$ cat config.mk
export PLATFORM = sky130hd
export DESIGN_NAME = receiver
export DESIGN_NICKNAME = d
export VERILOG_FILES = /design/src/rtl/receiver.sv
export SDC_FILE = /design/constraint.sdc
export NUM_CORES = 1
export LEC_CHECK = 0
export BUFFER_PORTS_ARGS = -buffer_cell sky130_fd_sc_hd__buf_4
export CORE_ASPECT_RATIO = 1.75
export CORE_MARGIN = 2
export CORE_UTILIZATION = 45
export CTS_BUF_LIST = sky130_fd_sc_hd__clkbuf_4 sky130_fd_sc_hd__clkbuf_8
export DETAILED_ROUTE_END_ITERATION = 16
export SKIP_CTS_REPAIR_TIMING = 1
export SYNTH_ARGS = -nofsm -noshare
export SYNTH_HDL_FRONTEND = slang
export SYNTH_SLANG_ARGS = --single-unit
$ cat constraint.sdc
create_clock -name rx_clk -period 2.58 [get_ports rx_clk]
set_input_delay 0.258 -clock rx_clk [delete_from_list [all_inputs] [get_ports rx_clk]]
set_output_delay 0.258 -clock rx_clk [all_outputs]
set_load 0.02 [all_outputs]
$ cat src/rtl/receiver.sv
`default_nettype none
// ============================================================================
// Module   : receiver
// Brief    : UART 8N1 receive stage with mid-bit sampling and framing check.
// Revision : 1.0
// ============================================================================
module receiver #(
  parameter int CLKS_PER_BIT = 16
) (
  input  logic       rx_clk,
  input  logic       rst,
  input  logic       rx,
  output logic [7:0] data,
  output logic       Dvalid,
  output logic       rxbusy,
  output logic       frame_err
);

  localparam int            CW   = $clog2(CLKS_PER_BIT);
  localparam logic [CW-1:0] H    = CW'((CLKS_PER_BIT - 1) / 2);
  localparam logic [CW-1:0] LAST = CW'(CLKS_PER_BIT - 1);

  typedef enum logic [2:0] {
    IDLE  = 3'd0,
    START = 3'd1,
    DATA  = 3'd2,
    STOP  = 3'd3,
    BRK   = 3'd4
  } state_t;

  state_t        state;
  logic          rx_meta;
  logic          rx_s;
  logic [CW-1:0] cnt;
  logic [2:0]    bitidx;
  logic [7:0]    shreg;

  assign rxbusy = (state != IDLE);

  always_ff @(posedge rx_clk or posedge rst) begin
    if (rst) begin
      rx_meta   <= 1'b1;
      rx_s      <= 1'b1;
      state     <= IDLE;
      cnt       <= '0;
      bitidx    <= '0;
      shreg     <= '0;
      data      <= '0;
      Dvalid    <= 1'b0;
      frame_err <= 1'b0;
    end else begin
      rx_meta   <= rx;
      rx_s      <= rx_meta;
      Dvalid    <= 1'b0;
      frame_err <= 1'b0;
      case (state)
        IDLE: begin
          if (!rx_s) begin
            state <= START;
            cnt   <= '0;
          end
        end
        START: begin
          // Start bit must still be low at its midpoint, otherwise it was a glitch
          if (cnt != H) begin
            cnt <= cnt + 1'b1;
          end else if (!rx_s) begin
            state  <= DATA;
            cnt    <= '0;
            bitidx <= '0;
          end else begin
            state <= IDLE;
          end
        end
        DATA: begin
          if (cnt != LAST) begin
            cnt <= cnt + 1'b1;
          end else begin
            shreg[bitidx] <= rx_s;
            cnt           <= '0;
            if (bitidx == 3'd7) begin
              state <= STOP;
            end else begin
              bitidx <= bitidx + 1'b1;
            end
          end
        end
        STOP: begin
          if (cnt != LAST) begin
            cnt <= cnt + 1'b1;
          end else begin
            cnt <= '0;
            if (rx_s) begin
              data   <= shreg;
              Dvalid <= 1'b1;
              state  <= IDLE;
            end else begin
              frame_err <= 1'b1;
              state     <= BRK;
            end
          end
        end
        BRK: begin
          // A held-low line must go high before another frame can start
          if (rx_s) begin
            state <= IDLE;
          end
        end
        default: state <= IDLE;
      endcase
    end
  end

endmodule
`default_nettype wire

==> metrics list <==
- Post-synthesis async set-or-reset flop share: 100.0%
- Number of iterations in the first detailed-routing pass: 4
- Setup violations, final: 0
- Total of buffers placed on input and output ports: 13
- Final period demand of the worst path: 1.851 ns
- Slowest CP cell: sky130_fd_sc_hd__dfrtp_1
- Count of antenna-violating nets left after detailed routing: 0
* Vias/cell: 5.890
* Biggest area contributors in the synthesized netlist: sky130_fd_sc_hd__dfrtp_1 (51%), sky130_fd_sc_hd__mux2_2 (14%), sky130_fd_sc_hd__dfstp_2 (3.8%)
* Fin. max-slew vios: 0
- The floorplan step set the die width to 45.85 µm.
- Counting every instance in the synthesized netlist gives 110.
- In this run, placement finished with an instance count of 147.
- Final clock period utilization by the worst path: 71.74%
- A synthesized cell averages 12.53 µm².
- The worst-case IR drop observed on VDD is 502.4 µV.
* Worst slack, placed: 0.7256 ns
* Antenna violations before repair: 0
- Remaining global-route overflow: 0
- Largest area contributor in the synthesized netlist: sky130_fd_sc_hd__dfrtp_1
- Synthesized flop and latch total: 30
- Global routing used 16.63% of the available tracks.
- Clock buffers created by TritonCTS: 5
- Counting every net in the synthesized netlist gives 116.
- Area growth from synthesis to layout: 15.43%
- Derived from the worst setup path, the maximum achievable clock frequency is 540.3 MHz.
* Detailed router's first-iteration violation count: 18
* Io pins: 14
- Entering global routing, the biggest net connects 31 pins.
- Summing the areas of all and, or, nand and nor instances in the mapped netlist gives 15.97% of the synthesized area.
- For this configuration, the core starts out at a cell density of 47.09%.
- DRC violation count after routing: 0
- Post-synth EDFFs: 0
- Setup slack closes at 0.7292 ns.
* Max_slew headroom: 64.01%
- The critical path goes through ha_1 > nand4_4 > nor4b_4 > nand3_1 > mux2_1.
- XOR/XNOR share of the synthesized area: 0.6352%
* Data arrival time at the worst-slack endpoint: 2.01 ns
- Total power consumption of the routed design: 1.270 mW
- In this run the clock root is driven by a sky130_fd_sc_hd__clkbuf_8.
* Post-route design area: 1592 µm²
- Post-detail-place hpwl: 1751 µm
* RSZ-0062 raised after global routing: no
- DIE HEIGHT: 77.23 µm
- CTS Buffer Depth: 2
* Fraction of synthesized area in multiplexers: 15.43%
- Fraction of layout cells with a size suffix above 1: 37.01%
- For the final routed database, the setup TNS stands at 0 ns.
* Outcome: finished clean
- CTS clock-pin slew for the worst setup and hold paths: 0.06 ns
- The core region is 2928 µm².
- The die covers 3540 µm².
- For this run, the leading register cell type out of synthesis is sky130_fd_sc_hd__dfrtp_1.
- After detailed placement, the total cell area comes to 1496 µm².
* Setup Crit Path Kind: reg -> reg
* Post-synth cell types: 31
- At the worst endpoint, the required time is 2.74 ns.
* Number of standard cells in the layout, taps in and fillers out: 155
- The final layout contains routed wiring with a total length of 2417 µm.
* Final count of hold timing violations: 0
- The largest single stage delay on the critical path is 0.38 ns.
- Sink Count: 30
* Global-route wire length before repair: 4140 µm
* Total standard cell area after synthesis: 1379 µm²
* Leading post-synthesis cells by instance count: sky130_fd_sc_hd__dfrtp_1 (28), sky130_fd_sc_hd__mux2_2 (17), sky130_fd_sc_hd__a21oi_1 (6), sky130_fd_sc_hd__nor2_1 (6)
- Compound-gate portion of the synthesized area: 7.895%
- The clock tree synthesis step divided the H-tree into 2 levels.
- Worst-case clock skew: 0.004352 ns
- For this run, the register share of the synthesized area comes to 54.63%.
- Launching element type of the critical path: flop
- Kind of path behind the tightest hold check: in -> async
* Number of warning messages in the yosys log: 0
- After synthesis, the largest family of logic cells by area is simple AND/OR/NAND/NOR gates.
- Biggest fanout along the worst timing path: 6
- The worst setup path is captured at a flop.
- The synthesized design devotes to its leading area cell type 50.82% of total area.
- # nets final: 132
* Least-Margin Pin Slew: 0.5398 ns
- Reported leakage power: 0.7685 nW
- Diode count: 0
* Pwr per Cell Area: 797.9 nW/µm²
- Met3 Routed Length: 59 µm
- TritonCTS clock tree: yes
* Uppermost routed layer: met4
- Vias: 913
* Clock latency at the later pin of the worst-skew pair: 0.28 ns
- Placer's final routability congestion estimate: 0.7368
* Avg WL per Cell: 15.59 µm
* Adder-cell share of the synthesized area: 2.722%
- The number of global-route vias before repair came to 914.
- sky130_fd_sc_hd__dfrtp_1 is the most common cell in the netlist.
* Max capacitance violation total: 0
* Met2 wire length: 1345 µm
- In the final routing, the length of wire on met1 measures 904 µm.
- Total number of placement rows: 26
==> sequential cells by signal, summed over array words and instances (netlist names) <==
name	flops
rx_meta	1
frame_err	1
rx_s	1
cnt	4
shreg	8
state	3
data	8
bitidx	3
Dvalid	1
==> cells in the final DEF, fill, tap and decap left out, types with 2 or more instances in the layout <==
cell / instances
sky130_fd_sc_hd__dfrtp_1: 28
sky130_fd_sc_hd__mux2_2: 17
sky130_fd_sc_hd__buf_4: 14
sky130_fd_sc_hd__nor2_1: 6
sky130_fd_sc_hd__a21oi_1: 6
sky130_fd_sc_hd__clkbuf_8: 6
sky130_fd_sc_hd__nand2_1: 4
sky130_fd_sc_hd__inv_1: 4
sky130_fd_sc_hd__nand3b_1: 3
sky130_fd_sc_hd__nand3_1: 3
sky130_fd_sc_hd__a22o_1: 3
sky130_fd_sc_hd__o21ai_0: 3
sky130_fd_sc_hd__a211oi_1: 3
sky130_fd_sc_hd__ha_1: 3
sky130_fd_sc_hd__nor4_2: 2
sky130_fd_sc_hd__and3_1: 2
sky130_fd_sc_hd__nor3_1: 2
sky130_fd_sc_hd__nand2b_1: 2
sky130_fd_sc_hd__dfstp_2: 2
==> kinds of logic (layout without fill, tap and decap cells) <==
logic type	after synthesis	after routing
xor gates and xnor gates	1	1
muxes	19	19
buffers and inverters	9	26
and+or+nand+nor	31	31
AOI/OAI and AO/OA	17	17
DFF	30	30
adders and majority gates	3	3
==> cell type report <==
class,instances,area (µm²)
repair buffers,14,105.1
inverters,4,15.01
clock inverters,1,5.005
well taps,28,35.03
clock buffers,7,90.09
flip-flops and latches,30,753.2
fillers,270,1336
multi-input cells,71,588.1
==> per-layer routing <==
metal  global-route usage [%]  vias to the layer above
li1                         -                      435
met5                        0                        -
met1                    16.89                      456
met2                    26.53                       15
met4                    12.57                        0
met3                    4.941                        7
==> worst max-delay path: cells and delay by family, from the launching register on <==
kind                     cells  cell delay, ns
adder cells (fa/ha/maj)      1            0.33
flip-flops                   1            0.38
multiplexers                 1            0.33
AND/OR/NAND/NOR              3            0.69
==> power breakdown <==
group          switching (mW)  internal (mW)  total, mW
Sequential              0.109          0.530      0.639
Combinational           0.114          0.128      0.242
Clock                   0.164          0.225      0.389
==> final timing paths <==
path / startpoint / endpoint / slack (ns) / depth (start not counted)
worst max-delay path: cnt[0] / shreg[7] / 0.73 / 5
worst min-delay path: rst / shreg[1] / 0.05 / 3
worst max register to register: cnt[0] / shreg[7] / 0.73 / 5
worst min register to register: rx_meta / rx_s / 0.36 / 0
max in group asynchronous: rst / rx_meta / 2.23 / 3
min in group rx_clk: rx / rx_meta / 0.08 / 1
==> per-stage QoR <==
| step | hold WS [ns] | util, % |
|---|---|---|
| 4_1_cts | 0.06743 | 54.36 |
| 6_report | 0.04835 | 54.36 |
| 3_3_place_gp | 0.3491 | 51.11 |
| 5_1_grt | 0.07090 | 54.36 |
| 3_5_place_dp | 0.3491 | 51.11 |
| 2_1_floorplan | 0.2625 | - |
Power figures use the tool's default switching activity.
